[src/rtl/rvcpu_mem_pkg.sv]
// Shared encodings for the LSU-to-DRAM path: control codes, error codes,
// sequencer state encoding and access-size decode.
package rvcpu_mem_pkg;

    localparam logic [2:0] RD_NONE = 3'b000;
    localparam logic [2:0] RD_LB   = 3'b001;
    localparam logic [2:0] RD_LBU  = 3'b010;
    localparam logic [2:0] RD_LH   = 3'b011;
    localparam logic [2:0] RD_LHU  = 3'b100;
    localparam logic [2:0] RD_LW   = 3'b101;
    localparam logic [2:0] RD_LWU  = 3'b110;
    localparam logic [2:0] RD_LD   = 3'b111;

    localparam logic [2:0] WR_NONE = 3'b000;
    localparam logic [2:0] WR_SB   = 3'b001;
    localparam logic [2:0] WR_SH   = 3'b010;
    localparam logic [2:0] WR_SW   = 3'b011;
    localparam logic [2:0] WR_SD   = 3'b100;

    localparam logic [1:0] ERR_OK       = 2'b00;
    localparam logic [1:0] ERR_MISALIGN = 2'b01;
    localparam logic [1:0] ERR_RANGE    = 2'b10;
    localparam logic [1:0] ERR_CONFLICT = 2'b11;

    localparam logic [2:0] ST_IDLE     = 3'd0;
    localparam logic [2:0] ST_RD_ISSUE = 3'd1;
    localparam logic [2:0] ST_RD_CAPT  = 3'd2;
    localparam logic [2:0] ST_MERGE    = 3'd3;
    localparam logic [2:0] ST_WR_ISSUE = 3'd4;
    localparam logic [2:0] ST_DONE     = 3'd5;

    // Access width in bytes; a load code takes precedence, 0 means no valid access.
    function automatic logic [3:0] access_size(input logic [2:0] rd_ctrl, input logic [2:0] wr_ctrl);
        logic [3:0] sz;
        sz = 4'd0;
        if (rd_ctrl != RD_NONE) begin
            case (rd_ctrl)
                RD_LB, RD_LBU: sz = 4'd1;
                RD_LH, RD_LHU: sz = 4'd2;
                RD_LW, RD_LWU: sz = 4'd4;
                RD_LD:         sz = 4'd8;
                default:       sz = 4'd0;
            endcase
        end else begin
            case (wr_ctrl)
                WR_SB:   sz = 4'd1;
                WR_SH:   sz = 4'd2;
                WR_SW:   sz = 4'd4;
                WR_SD:   sz = 4'd8;
                default: sz = 4'd0;
            endcase
        end
        return sz;
    endfunction

endpackage

[src/rtl/mem_lane_align.sv]
// Byte-lane steering between a 64-bit DRAM doubleword and sub-doubleword
// accesses: load extract/extend and store merge. Purely combinational.
module mem_lane_align
    import rvcpu_mem_pkg::*;
(
    input  logic [63:0] rdata64,
    input  logic [2:0]  offset,
    input  logic [2:0]  rd_ctrl,
    output logic [63:0] ld_result,
    input  logic [63:0] old64,
    input  logic [63:0] wdata,
    input  logic [3:0]  size,
    output logic [63:0] merged64
);

    logic [5:0]  shamt_s;
    logic [63:0] shifted_s;
    logic [63:0] lane_mask_s;
    logic [63:0] mask_s;

    assign shamt_s = {offset, 3'b000};

    // Load: bring the addressed lane down to bit 0, then extend per opcode.
    always_comb begin
        shifted_s = rdata64 >> shamt_s;
        case (rd_ctrl)
            RD_LB:   ld_result = {{56{shifted_s[7]}}, shifted_s[7:0]};
            RD_LBU:  ld_result = {56'd0, shifted_s[7:0]};
            RD_LH:   ld_result = {{48{shifted_s[15]}}, shifted_s[15:0]};
            RD_LHU:  ld_result = {48'd0, shifted_s[15:0]};
            RD_LW:   ld_result = {{32{shifted_s[31]}}, shifted_s[31:0]};
            RD_LWU:  ld_result = {32'd0, shifted_s[31:0]};
            RD_LD:   ld_result = shifted_s;
            default: ld_result = 64'd0;
        endcase
    end

    // Store: replace only the lanes offset..offset+size-1 of the old doubleword.
    always_comb begin
        case (size)
            4'd1:    lane_mask_s = 64'h0000_0000_0000_00FF;
            4'd2:    lane_mask_s = 64'h0000_0000_0000_FFFF;
            4'd4:    lane_mask_s = 64'h0000_0000_FFFF_FFFF;
            default: lane_mask_s = 64'hFFFF_FFFF_FFFF_FFFF;
        endcase
        mask_s   = lane_mask_s << shamt_s;
        merged64 = (old64 & ~mask_s) | ((wdata << shamt_s) & mask_s);
    end

endmodule

[src/rtl/lsu_dram_seq.sv]
// Load/store sequencer: turns RV64 byte..double accesses into aligned DRAM
// doubleword reads, writes and read-modify-writes; all outputs are flops.
module lsu_dram_seq
    import rvcpu_mem_pkg::*;
#(
    parameter logic [63:0] DRAM_BASE  = 64'h8000_0000,
    parameter int unsigned DRAM_BYTES = 65536
) (
    input  logic        clk,
    input  logic        rst,
    input  logic        req_valid,
    input  logic [2:0]  rd_ctrl,
    input  logic [2:0]  wr_ctrl,
    input  logic [63:0] addr,
    input  logic [63:0] wdata,
    output logic        busy,
    output logic        done,
    output logic [63:0] rdata,
    output logic [1:0]  err,
    output logic        mem_en,
    output logic        mem_we,
    output logic [63:0] mem_addr,
    output logic [63:0] mem_wdata,
    input  logic [63:0] mem_rdata
);

    localparam logic [64:0] DRAM_LIMIT = {1'b0, DRAM_BASE} + 65'(DRAM_BYTES);

    logic [2:0]  state_q, state_d;
    logic [2:0]  rd_q, rd_d;
    logic [2:0]  wr_q, wr_d;
    logic [2:0]  offset_q, offset_d;
    logic [63:0] wdata_q, wdata_d;
    logic [63:0] rdata_q, rdata_d;
    logic [1:0]  err_q, err_d;
    logic        busy_q, busy_d;
    logic        done_q, done_d;
    logic        mem_en_q, mem_en_d;
    logic        mem_we_q, mem_we_d;
    logic [63:0] mem_addr_q, mem_addr_d;
    logic [63:0] mem_wdata_q, mem_wdata_d;

    logic        accept_s;
    logic [3:0]  req_size_s;
    logic [64:0] req_end_s;
    logic        misalign_s;
    logic [1:0]  fault_s;
    logic [63:0] ld_result_s;
    logic [63:0] merged_s;

    mem_lane_align u_align (
        .rdata64   (mem_rdata),
        .offset    (offset_q),
        .rd_ctrl   (rd_q),
        .ld_result (ld_result_s),
        .old64     (mem_rdata),
        .wdata     (wdata_q),
        .size      (access_size(rd_q, wr_q)),
        .merged64  (merged_s)
    );

    // Request fault classification, highest priority first.
    always_comb begin
        accept_s   = req_valid && ((rd_ctrl != RD_NONE) || (wr_ctrl != WR_NONE));
        req_size_s = access_size(rd_ctrl, wr_ctrl);
        req_end_s  = {1'b0, addr} + {61'd0, req_size_s};
        case (req_size_s)
            4'd2:    misalign_s = addr[0];
            4'd4:    misalign_s = |addr[1:0];
            4'd8:    misalign_s = |addr[2:0];
            default: misalign_s = 1'b0;
        endcase
        if (((rd_ctrl != RD_NONE) && (wr_ctrl != WR_NONE)) || (wr_ctrl > WR_SD)) begin
            fault_s = ERR_CONFLICT;
        end else if (misalign_s) begin
            fault_s = ERR_MISALIGN;
        end else if ((addr < DRAM_BASE) || (req_end_s > DRAM_LIMIT)) begin
            fault_s = ERR_RANGE;
        end else begin
            fault_s = ERR_OK;
        end
    end

    // Sequencer next state and request latching.
    always_comb begin
        state_d     = state_q;
        rd_d        = rd_q;
        wr_d        = wr_q;
        offset_d    = offset_q;
        wdata_d     = wdata_q;
        rdata_d     = rdata_q;
        err_d       = err_q;
        mem_addr_d  = mem_addr_q;
        mem_wdata_d = mem_wdata_q;
        case (state_q)
            ST_IDLE: begin
                if (accept_s) begin
                    rd_d       = rd_ctrl;
                    wr_d       = wr_ctrl;
                    offset_d   = addr[2:0];
                    wdata_d    = wdata;
                    err_d      = fault_s;
                    mem_addr_d = {addr[63:3], 3'b000};
                    if (fault_s != ERR_OK) begin
                        state_d = ST_DONE;
                    end else if ((rd_ctrl == RD_NONE) && (wr_ctrl == WR_SD)) begin
                        state_d     = ST_WR_ISSUE;
                        mem_wdata_d = wdata;
                    end else begin
                        state_d = ST_RD_ISSUE;
                    end
                end else begin
                    state_d = ST_IDLE;
                end
            end
            ST_RD_ISSUE: begin
                if (rd_q != RD_NONE) begin
                    state_d = ST_RD_CAPT;
                end else begin
                    state_d = ST_MERGE;
                end
            end
            ST_RD_CAPT: begin
                rdata_d = ld_result_s;
                state_d = ST_DONE;
            end
            ST_MERGE: begin
                mem_wdata_d = merged_s;
                state_d     = ST_WR_ISSUE;
            end
            ST_WR_ISSUE: state_d = ST_DONE;
            ST_DONE:     state_d = ST_IDLE;
            default:     state_d = ST_IDLE;
        endcase
    end

    // Output flops are loaded from the next state so they line up with it.
    always_comb begin
        busy_d   = (state_d != ST_IDLE);
        done_d   = (state_d == ST_DONE);
        mem_en_d = (state_d == ST_RD_ISSUE) || (state_d == ST_WR_ISSUE);
        mem_we_d = (state_d == ST_WR_ISSUE);
    end

    // State and output registers; reset drops any in-flight RMW write.
    always_ff @(posedge clk or posedge rst) begin
        if (rst) begin
            state_q     <= ST_IDLE;
            rd_q        <= RD_NONE;
            wr_q        <= WR_NONE;
            offset_q    <= 3'd0;
            wdata_q     <= 64'd0;
            rdata_q     <= 64'd0;
            err_q       <= ERR_OK;
            busy_q      <= 1'b0;
            done_q      <= 1'b0;
            mem_en_q    <= 1'b0;
            mem_we_q    <= 1'b0;
            mem_addr_q  <= 64'd0;
            mem_wdata_q <= 64'd0;
        end else begin
            state_q     <= state_d;
            rd_q        <= rd_d;
            wr_q        <= wr_d;
            offset_q    <= offset_d;
            wdata_q     <= wdata_d;
            rdata_q     <= rdata_d;
            err_q       <= err_d;
            busy_q      <= busy_d;
            done_q      <= done_d;
            mem_en_q    <= mem_en_d;
            mem_we_q    <= mem_we_d;
            mem_addr_q  <= mem_addr_d;
            mem_wdata_q <= mem_wdata_d;
        end
    end

    assign busy      = busy_q;
    assign done      = done_q;
    assign rdata     = rdata_q;
    assign err       = err_q;
    assign mem_en    = mem_en_q;
    assign mem_we    = mem_we_q;
    assign mem_addr  = mem_addr_q;
    assign mem_wdata = mem_wdata_q;

endmodule

[config.mk]
export PLATFORM = sky130hd
export DESIGN_NAME = lsu_dram_seq
export DESIGN_NICKNAME = d
export VERILOG_FILES = /design/src/rtl/rvcpu_mem_pkg.sv /design/src/rtl/mem_lane_align.sv /design/src/rtl/lsu_dram_seq.sv
export SDC_FILE = /design/constraint.sdc
export NUM_CORES = 1
export LEC_CHECK = 0
export CELL_PAD_IN_SITES_DETAIL_PLACEMENT = 0
export CELL_PAD_IN_SITES_GLOBAL_PLACEMENT = 1
export CORE_MARGIN = 2
export CORE_UTILIZATION = 41
export CTS_CLUSTER_DIAMETER = 100
export DETAILED_ROUTE_END_ITERATION = 10
export GPL_TIMING_DRIVEN = 0
export PLACE_DENSITY_LB_ADDON = 0.05
export SLEW_MARGIN = 20
export SYNTH_ARGS = -nofsm -noshare
export SYNTH_HDL_FRONTEND = slang
export SYNTH_SLANG_ARGS = --single-unit
export TNS_END_PERCENT = 5
[constraint.sdc]
create_clock -name clk -period 24.5 [get_ports clk]
set_input_delay 2.45 -clock clk [delete_from_list [all_inputs] [get_ports clk]]
set_output_delay 2.45 -clock clk [all_outputs]
set_load 0.005 [all_outputs]
==> run metrics, run 1 <==
P_sw=0.00137 W; GRT Total Usage=around two fifths; vias per std cell=roughly 6.2; total power=0.00300 W; post-synthesis xor/xnor area fraction=between 1.5 and 2%; crit path cell chain=clkdlybuf4s50_1 -> inv_1 -> o31a_1 -> a211oi_1 -> ha_1 -> inv_1 -> fa_1 -> nor2b_1 -> o221ai_1 -> nor4_2 -> nand4_1 -> o21ai_0 -> and3_1 -> nand3_1 -> clkbuf_1 -> o31ai_1 -> a31oi_1; worst hold path class=flip-flop to flip-flop; Data arrival, critical path=roughly 8.2 ns; area leader, netlist=dfrtp_1; Area after DPL=between 20000 and 25000 um2; core area=about 42000 um2; CP endpoint kind=flip-flop; share of cells above drive strength 1=6.86%; row count=75; Post-CTS Setup Repair Bufs=0; largest incremental delay on the critical path=0.70 ns; GP Congestion=1.02; CP top delay family=simple AND/OR/NAND/NOR gates; LEAKAGE=around 9.5 nW; final hold violations=0; post-synthesis compound-gate area fraction=20.6%; total gr overflow=0; antenna-violating nets left=0; initial antenna violation count=5; vias in the first global route=~19000; main area contributors after synthesis=dfrtp_1, nand2_1, mux2i_1; max_slew headroom=22.7%; Max Cap Violations=0; synth-to-layout area growth=32.3%; Logic pwr share=a little under three fifths; post-synthesis adder-cell area fraction=less than 1%; fin crit period=7.71 ns; Yosys top cell area share=38.8%; max-slew violations=0; Worst Max-Slew Pin Slew=1.16 ns; ys async rst share=100%; Synth Area in Simple Gates=between 20% and 30%; initial core utilization=41.6%; final WL=between 80000 and 90000 um; Post-Syn Area=17500 um2; Final period util=a little under a third; CTS sink cnt=271; Max IR drop VDD=between 0.00007 and 0.00008 V; post-route cell area=around 23000 um2; final setup fails=0; # H-tree levels=1; most frequent cells in the layout=nand2_1, clkdlybuf4s50_1, dfrtp_1; Die Y=between 200 and 250 um; Top FF cell, synth=dfrtp_1; cell count after synthesis=2138; EDFF count, synth=0; Residual DRC=0; Crit path top cell by count=inv_1; DR vias=about 19000; Initial DRC Count=2038; CP Buf/Inv Count=4; Clock Power Share=approximately 17%; syn_area_per_cell=between 8 and 9 um2; Die Width=approximately 210 um; cts hold-fix bufs=0; Seq pwr share=between 20% and 30%; post-synthesis mux area share=10.3%; port buffer count=~380; Root Driver=clkbuf_16; clk slew on worst S/H paths=roughly 0.07 ns; Fmax=approximately 130 MHz; Final HPWL DP=69000 um; largest net degree at the start of global routing=around 100; die area=44300 um2; DRT Pass-1 Iters=5; Setup Skew=0.00894 ns; # IOs=approximately 400; post-synth cell types=76; Worst Path Max Fanout=10; Yosys reg bits=between 200 and 300; yosys warns=0; outcome=finished clean; Worst EP required=around 25 ns; CTS buffer count=31; main combinational cell family by area after synthesis=simple AND/OR/NAND/NOR gates; pwr dens=130 nW/um2; internal power=0.00163 W; WS Path Type=input pin to flip-flop; CP max-delay cell=nand3_1; leading cell type in the layout, fill and taps excluded=nand2_1; CTS resizes=0; Nets=around 2800; worst skew pair latency=just over 0.6 ns; # fillers=a little under 4000; clock tree buffer depth=3; crit path launch type=input pin; fin util=~55%; register area share after synthesis=between 30% and 40%; global-route wire length before repair=125000 um; RSZ-0062 raised after global routing=no; Routed WL per cell=between 20 and 30 um; CTS tree=yes; Setup TNS=0 ns; switching part of the total=between 40% and 50%
## layer usage
layer,routed length (um),part of all wire [%],GRT usage (%)
met2,39800,46,62.2
met5,47,0.054,0
met1,34800,40,49.3
met3,8150,9.4,9.07
met4,4140,4.8,15.8
## sequential cells by signal, summed over array words and instances, names as in the netlist
signal and count:
done 1, state_q 3, busy 1, wdata_q 64
rdata 64, wr_q 3, mem_addr 61, rd_q 3
offset_q 3, mem_en 1, err 2, mem_wdata 64
mem_we 1
## final timing paths
check                                    startpoint                         to  slack (ns)  cells past startpoint
max                                      wr_ctrl[0]   mem_wdata[8]$_DFFE_PP0P_       16.79                     17
min                        mem_addr[10]$_DFFE_PP0P_   mem_addr[10]$_DFFE_PP0P_        0.47                      2
max reg2reg                 offset_q[1]$_DFFE_PP0P_  mem_wdata[59]$_DFFE_PP0P_       20.50                      8
min reg2reg                mem_addr[10]$_DFFE_PP0P_   mem_addr[10]$_DFFE_PP0P_        0.47                      2
max in group asynchronous                       rst    wdata_q[34]$_DFFE_PP0P_       21.23                      3
min in group asynchronous                       rst     wdata_q[8]$_DFFE_PP0P_        2.34                      2
## worst min-delay path, delay by kind of cell (launching register included)
family | cells | cell delay [ns]
DFF | 1 | 0.34
and+or+nand+nor | 2 | 0.10
## layout make-up
class                           count  area (um2)  area share [%]
Tap cell                          539         674            2.92
Sequential cell                   271        6780            29.3
Buffer                            191         833            3.60
Multi-Input combinational cell   1660        9800            42.4
Timing Repair Buffer              381        3850            16.6
Clock inverter                     22         298            1.29
Clock buffer                       36         805            3.48
Inverter                           18        75.1           0.325
Antenna cell                        1        2.50          0.0108
## power by group through the flow
| stage | clock [W] | sequential [W] | combinational, W |
|---|---|---|---|
| after global routing | 0.000532 | 0.000849 | 0.00175 |
| after detailed placement | 0 | 0.000829 | 0.00161 |
| final | 0.000511 | 0.000836 | 0.00165 |
| after floorplan | 0 | 0.000772 | 0.000850 |
| after CTS | 0.000515 | 0.000826 | 0.00162 |
| after global placement | 0 | 0.000825 | 0.00160 |
## stage by stage
stage          setup slack (ns)  hold WS, ns  instances
4_1_cts                   17.03        0.479       3118
3_5_place_dp              16.42        0.463       3060
2_1_floorplan             14.58        0.441       2140
5_1_grt                   16.61        0.493       3118
3_3_place_gp              11.45        0.458       3058
6_report                  16.79        0.475       3119
## synthesized netlist by cell type, types with 7 or more instances
cell	n
nand2_1	526
dfrtp_1	271
o21ai_0	157
a21oi_1	142
clkbuf_1	129
nor2_1	113
mux2i_1	105
o31ai_1	68
nand4_1	55
a31oi_1	51
a211oi_1	48
mux2_2	34
nor3_1	32
a22oi_1	28
nand3_1	27
buf_2	25
a41oi_1	23
nor2b_1	20
and4_1	19
buf_1	19
inv_1	17
xnor2_1	17
xor2_1	17
mux4_2	16
nand2b_1	14
and3_1	13
nor4_1	12
or3_1	11
a21o_1	10
buf_4	10
or2_2	9
and2_1	7
o22ai_1	7
## kinds of logic (layout without fill, tap and decap cells)
kind of cell | after synthesis | after routing
adder cells (fa/ha/maj) | 5 | 5
flip-flops | 271 | 271
multiplexers | 155 | 155
AND/OR/NAND/NOR | 888 | 888
buffers and inverters | 209 | 648
AO/OA/AOI/OAI | 575 | 575
other | 1 | 4
XOR/XNOR | 34 | 34
Note: power is estimated with default switching activity, not from simulation.
==> inputs of run 2 (changes only) <==
--- a/config.mk
+++ b/config.mk
@@ -8,7 +8,7 @@
 export CELL_PAD_IN_SITES_DETAIL_PLACEMENT = 0
 export CELL_PAD_IN_SITES_GLOBAL_PLACEMENT = 1
 export CORE_MARGIN = 2
-export CORE_UTILIZATION = 41
+export CORE_UTILIZATION = 34
 export CTS_CLUSTER_DIAMETER = 100
 export DETAILED_ROUTE_END_ITERATION = 10
 export GPL_TIMING_DRIVEN = 0
==> constraint.sdc (replaced) <==
create_clock -name clk -period 6.3 [get_ports clk]
set_input_delay 0.63 -clock clk [delete_from_list [all_inputs] [get_ports clk]]
set_output_delay 0.63 -clock clk [all_outputs]
set_load 0.005 [all_outputs]
==> run 2 against run 1 <==
Wire length up 5.1%. Sequential share of layout area down 0.32 points. Power rose to 3.9 times the previous value. First-iteration DRC count down 23%. Global-route usage down 4.6 points. Worst hold slack worse by 0.096 ns. Combinational power rose to 3.9 times the previous value. Critical path depth unchanged. Die area up 20%. Clock skew up 0.011 ns. Cell area up 1.1%. Cell count up 4.7%. Critical path type unchanged. Largest power group unchanged.
==> run metrics, run 2 (synthesis gave the netlist of run 1 again) <==
final hold violations=0 (unchanged); largest net degree at the start of global routing=35 (-64%); Root Driver=clkbuf_16; LEAKAGE=9.52 nW (+0.50%); Worst Max-Slew Pin Slew=1.14 ns (-0.0143 ns); worst hold path class=input pin to flip-flop; crit path launch type=input pin; Crit path top cell by count=inv_1; Fmax=approximately 170 MHz; vias in the first global route=18600 (-0.25%); clock tree buffer depth=3 (unchanged); core area=51100 um2 (+22%); Post-CTS Setup Repair Bufs=0 (unchanged); final WL=91400 um (+5.1%); CP endpoint kind=flip-flop; WS Path Type=input pin to flip-flop; CP Buf/Inv Count=4 (unchanged); GRT Total Usage=33.8% (-4.6 points); Worst EP required=6.70 ns (-18.26 ns); share of cells above drive strength 1=7.12% (+0.25 points); worst skew pair latency=0.57 ns (-0.04 ns); row count=83 (+11%); vias per std cell=5.78 (-6.7%); Place WS=0.0155 ns (-16.40 ns); final setup fails=0 (unchanged); Final period util=between 90% and 100%; Nets=2769 (+0.33%); DR vias=18900 (-2.3%); fin util=45.7% (-9.2 points); largest incremental delay on the critical path=0.74 ns (+0.04 ns); port buffer count=379 (unchanged); initial core utilization=34.2% (-7.4 points); Final HPWL DP=73800 um (+7.0%); antenna-violating nets left=0 (unchanged); DRT Pass-1 Iters=6 (+1); total power=0.0116 W (+290%); GP Congestion=0.985 (-3.4%); CP max-delay cell=nand3_1; pwr dens=496 nW/um2 (+280%); Die Y=231 um (+9.6%); RSZ-0062 raised after global routing=no; max-slew violations=0 (unchanged); Data arrival, critical path=6.13 ns (-2.04 ns); Max Cap Violations=0 (unchanged); Worst Path Max Fanout=10 (unchanged); Initial DRC Count=1571 (-23%); leading cell type in the layout, fill and taps excluded=nand2_1; most frequent cells in the layout=nand2_1, clkdlybuf4s50_1, dfrtp_1; Max IR drop VDD=0.000220 V (+200%); total gr overflow=0 (unchanged); Setup Skew=0.0196 ns (+0.0107 ns); CTS tree=yes; global-route wire length before repair=130000 um (+4.0%); max_slew headroom=23.7% (+0.96 points); synth-to-layout area growth=33.7%; # IOs=399 (unchanged); Residual DRC=0 (unchanged); fin crit period=around 5.7 ns; Antenna Cells=0 (-1); die area=53200 um2 (+20%); initial antenna violation count=6 (+1); outcome=finished clean; cts hold-fix bufs=0 (unchanged); # H-tree levels=2 (+1); CTS sink cnt=271 (unchanged); Die Width=231 um (+9.6%); CTS resizes=0 (unchanged); CP top delay family=simple AND/OR/NAND/NOR gates; clk slew on worst S/H paths=0.06 ns (about the same); crit path cell chain=clkdlybuf4s50_1 -> inv_1 -> o31a_1 -> a211oi_1 -> ha_1 -> inv_1 -> fa_1 -> nor2b_1 -> o221ai_1 -> nor4_2 -> nand4_1 -> o21ai_0 -> and3_1 -> nand3_1 -> clkbuf_1 -> o31ai_1 -> a31oi_1; CTS buffer count=34 (+9.7%); final worst slack=0.572 ns (-16.22 ns); Routed WL per cell=28.0 um (+0.40%)
## run 2: area by class of cell
cell class              instances  area (um2)
clock inverters                16         134
well taps                     680         851
fillers                      5156       27700
multi-input cells            1660        9800
flip-flops and latches        271        6780
inverters                      18        71.3
plain buffers                 191         833
clock buffers                  43         946
repair buffers                387        3950
## run 2: final timing paths
check                                        start                        end  slack, ns  depth (start not counted)
max                                     wr_ctrl[0]   mem_wdata[8]$_DFFE_PP0P_       0.57                         17
min in group asynchronous                      rst           mem_en$_DFF_PP0_       0.52                          2
max in group asynchronous                      rst  mem_wdata[24]$_DFFE_PP0P_       4.42                          6
min reg2reg                mem_addr[3]$_DFFE_PP0P_    mem_addr[3]$_DFFE_PP0P_       0.48                          2
min                                       addr[39]   mem_addr[39]$_DFFE_PP0P_       0.38                          3
max reg2reg                offset_q[0]$_DFFE_PP0P_  mem_wdata[61]$_DFFE_PP0P_       2.14                          9
## run 2: worst reg2reg max path: cells and delay by family, from the launching register on
family	cells	cell delay, ns
compound gates	3	1.14
buf+inv	5	2.26
flops	1	0.48
mux	1	0.19
## run 2: where the power goes
part | switching (W) | internal (W) | total (W)
logic | 0.00375 | 0.00264 | 0.00639
clock network | 0.000829 | 0.00111 | 0.00194
registers | 0.000749 | 0.00252 | 0.00327
total | 0.00533 | 0.00627 | 0.0116
## run 2: metrics by stage
stage | TNS [ns] | hold slack, ns | cell area [um2] | instances
after floorplan | 0 | 0.441 | 17500 | 2140
after global placement | -1.72 | 0.460 | 22100 | 3199
after detailed placement | 0 | 0.462 | 22300 | 3207
after CTS | 0 | 0.353 | 23400 | 3266
after global routing | 0 | 0.383 | 23400 | 3266
final | 0 | 0.379 | 23400 | 3266
## run 2: metal layers
layer / share of wire [%] / wire, um / global-route usage, %
met5: 0.046 / 42 / 0
met4: 4.2 / 3870 / 13.8
met3: 8.0 / 7290 / 7.20
met2: 46 / 41900 / 54.6
met1: 42 / 38300 / 44.0
==> inputs of run 3 (changes only) <==
--- a/config.mk
+++ b/config.mk
@@ -12,7 +12,7 @@
 export CTS_CLUSTER_DIAMETER = 100
 export DETAILED_ROUTE_END_ITERATION = 10
 export GPL_TIMING_DRIVEN = 0
-export PLACE_DENSITY_LB_ADDON = 0.05
+export PLACE_DENSITY_LB_ADDON = 0.12
 export SLEW_MARGIN = 20
 export SYNTH_ARGS = -nofsm -noshare
 export SYNTH_HDL_FRONTEND = slang
==> run 3 against run 2 <==
Maximum frequency is 0.82% lower. Die area stayed put. Wire length is 1.7% higher. Critical path depth stayed put. Flip-flop and latch count stayed put. Global-route usage is 0.39 points higher. Setup slack worse by 0.047 ns. Sequential share of layout area is 0.17 points lower. Clock skew hardly changed. Via count is 0.89% higher. Power is 2.0% higher. Critical path type unchanged. Largest cell class unchanged. Highest routed layer unchanged.
==> run metrics, run 3 (synthesis gave the netlist of run 1 again) <==
outcome=finished clean; total power=0.0118 W (+2.0%); initial antenna violation count=7 (+1); Worst EP required=6.71 ns (about the same); CTS tree=yes; WS Path Type=input pin to flip-flop; Die Width=231 um (unchanged); # H-tree levels=2 (unchanged); CP max-delay cell=o31ai_1; Data arrival, critical path=6.18 ns (+0.05 ns); DRT Pass-1 Iters=5 (-1); largest incremental delay on the critical path=0.72 ns (-0.02 ns); clock tree buffer depth=3 (unchanged); most frequent cells in the layout=nand2_1, clkdlybuf4s50_1, dfrtp_1; port buffer count=379 (unchanged); final worst slack=0.525 ns (-0.0473 ns); Final HPWL DP=74600 um (+1.0%); cts hold-fix bufs=0 (unchanged); Max Cap Violations=0 (unchanged); row count=83 (unchanged); FF-to-FF setup slack=2.22 ns (+0.08 ns); leading cell type in the layout, fill and taps excluded=nand2_1; final WL=93000 um (+1.7%); hold endpoint=mem_addr[15]$_DFFE_PP0P_; CTS buffer count=35 (+2.9%); LEAKAGE=9.58 nW (+0.67%); antenna-violating nets left=0 (unchanged); hold wc startpoint=addr[15]; pwr dens=503 nW/um2 (+1.5%); final setup fails=0 (unchanged); RSZ-0062 raised after global routing=no; CP endpoint kind=flip-flop; max-slew violations=0 (unchanged); Post-CTS Setup Repair Bufs=0 (unchanged); Die Y=231 um (unchanged); reg2reg end=mem_wdata[36]$_DFFE_PP0P_; max_slew headroom=22.6% (-1.1 points); Worst Max-Slew Pin Slew=1.16 ns (+0.0168 ns); initial core utilization=34.2% (unchanged); CTS sink cnt=271 (unchanged); Place WS=0.163 ns (+0.148 ns); Routed WL per cell=28.4 um (+1.5%); final hold violations=0 (unchanged); Hold Path Depth=3 (unchanged); Worst R2R Start=offset_q[1]$_DFFE_PP0P_; total gr overflow=0 (unchanged); Max IR drop VDD=0.000227 V (+3.1%); Initial DRC Count=1880 (+20%); DR vias=19000 (+0.89%); global-route wire length before repair=132000 um (+1.5%); share of cells above drive strength 1=7.30% (+0.18 points); Residual DRC=0 (unchanged); # fillers=5179 (+0.45%); GRT Total Usage=34.2% (+0.39 points); Nets=2771 (+0.072%); core area=51100 um2 (unchanged); Worst Path Max Fanout=10 (unchanged); Setup Skew=0.0196 ns (+0.0000483 ns); Root Driver=clkbuf_16; clk slew on worst S/H paths=0.06 ns (about the same); crit path cell chain=clkdlybuf4s50_1 -> inv_1 -> o31a_1 -> a211oi_1 -> ha_1 -> inv_1 -> fa_1 -> nor2b_1 -> o221ai_1 -> nor4_2 -> nand4_1 -> o21ai_0 -> and3_1 -> nand3_1 -> clkbuf_1 -> o31ai_1 -> a31oi_1; worst hold path class=input pin to flip-flop; fin crit period=5.78 ns (+0.0473 ns); GP Congestion=1.02 (+3.4%); vias per std cell=5.81 (+0.64%); crit path launch type=input pin; vias in the first global route=18700 (+0.49%); CTS resizes=0 (unchanged); Final period util=91.7% (+0.75 points); largest net degree at the start of global routing=33 (-5.7%); die area=53200 um2 (unchanged); # IOs=399 (unchanged); worst r2r path cells=8 (-1); Crit path top cell by count=inv_1; Fmax=173 MHz (-0.82%); synth-to-layout area growth=34.5%; worst skew pair latency=0.57 ns (about the same)
==> run 3: changes by cell type in the layout (fill, tap and decap cells not counted), sizes merged <==
cell,delta
buf,+1
clkinvlp,-1
inv,+5
bufinv,+2
clkbuf,+1
diode,+5
clkinv,-5
==> run 3: final cells by class <==
| cell class | instances | area (um2) | share of cell area, % |
|---|---|---|---|
| antenna | 5 | 12.5 | 0.0532 |
| buffer | 191 | 833 | 3.55 |
| clock buffer | 44 | 980 | 4.17 |
| clock inverter | 17 | 196 | 0.836 |
| inverter | 18 | 71.3 | 0.303 |
| multi-input combinational | 1660 | 9800 | 41.7 |
| sequential | 271 | 6780 | 28.9 |
| tap | 680 | 851 | 3.62 |
| timing repair buffer | 388 | 3980 | 16.9 |
==> run 3: worst max-delay path, delay by kind of cell <==
family,cells,cell delay (ns)
and+or+nand+nor,5,1.86
AOI/OAI and AO/OA,6,1.77
buffers and inverters,4,1.24
adders and majority gates,2,0.66
==> run 3: power breakdown <==
group          switching [W]  internal (W)
clock               0.000873       0.00124
combinational        0.00382       0.00265
sequential          0.000743       0.00252
==> run 3: metrics by stage <==
stage / hold WS [ns] / setup TNS, ns / utilization [%] / instances / area (um2)
floorplan: 0.441 / 0 / - / 2140 / 17500
global placement: 0.454 / -17.55 / 43.3 / 3199 / 22100
detailed placement: 0.463 / 0 / 43.7 / 3208 / 22300
CTS: 0.336 / 0 / 46.0 / 3269 / 23500
global route: 0.360 / 0 / 46.0 / 3269 / 23500
finish: 0.358 / 0 / 46.0 / 3274 / 23500
==> run 3: worst max-delay path by stage <==
stage,slack [ns],start,end,cells after the start
2_1_floorplan,1.89,wr_ctrl[2],state_q[2]$_DFF_PP0_,17
3_3_place_gp,-0.11,rst,mem_wdata[24]$_DFFE_PP0P_,2
3_5_place_dp,0.16,wr_ctrl[0],mem_wdata[8]$_DFFE_PP0P_,17
4_1_cts,0.71,wr_ctrl[0],mem_wdata[8]$_DFFE_PP0P_,17
5_1_grt,0.31,wr_ctrl[0],mem_wdata[8]$_DFFE_PP0P_,17
6_report,0.52,wr_ctrl[0],mem_wdata[8]$_DFFE_PP0P_,17
==> run 3: metal layers <==
metal / wire length (um) / share of wire [%] / vias to the layer above / global-route usage [%]
li1: - / - / 8547 / -
met1: 39800 / 43 / 9420 / 45.9
met2: 41700 / 45 / 911 / 53.6
met3: 8030 / 8.6 / 151 / 8.21
met4: 3530 / 3.8 / 4 / 12.3
met5: 23 / 0.025 / - / 0
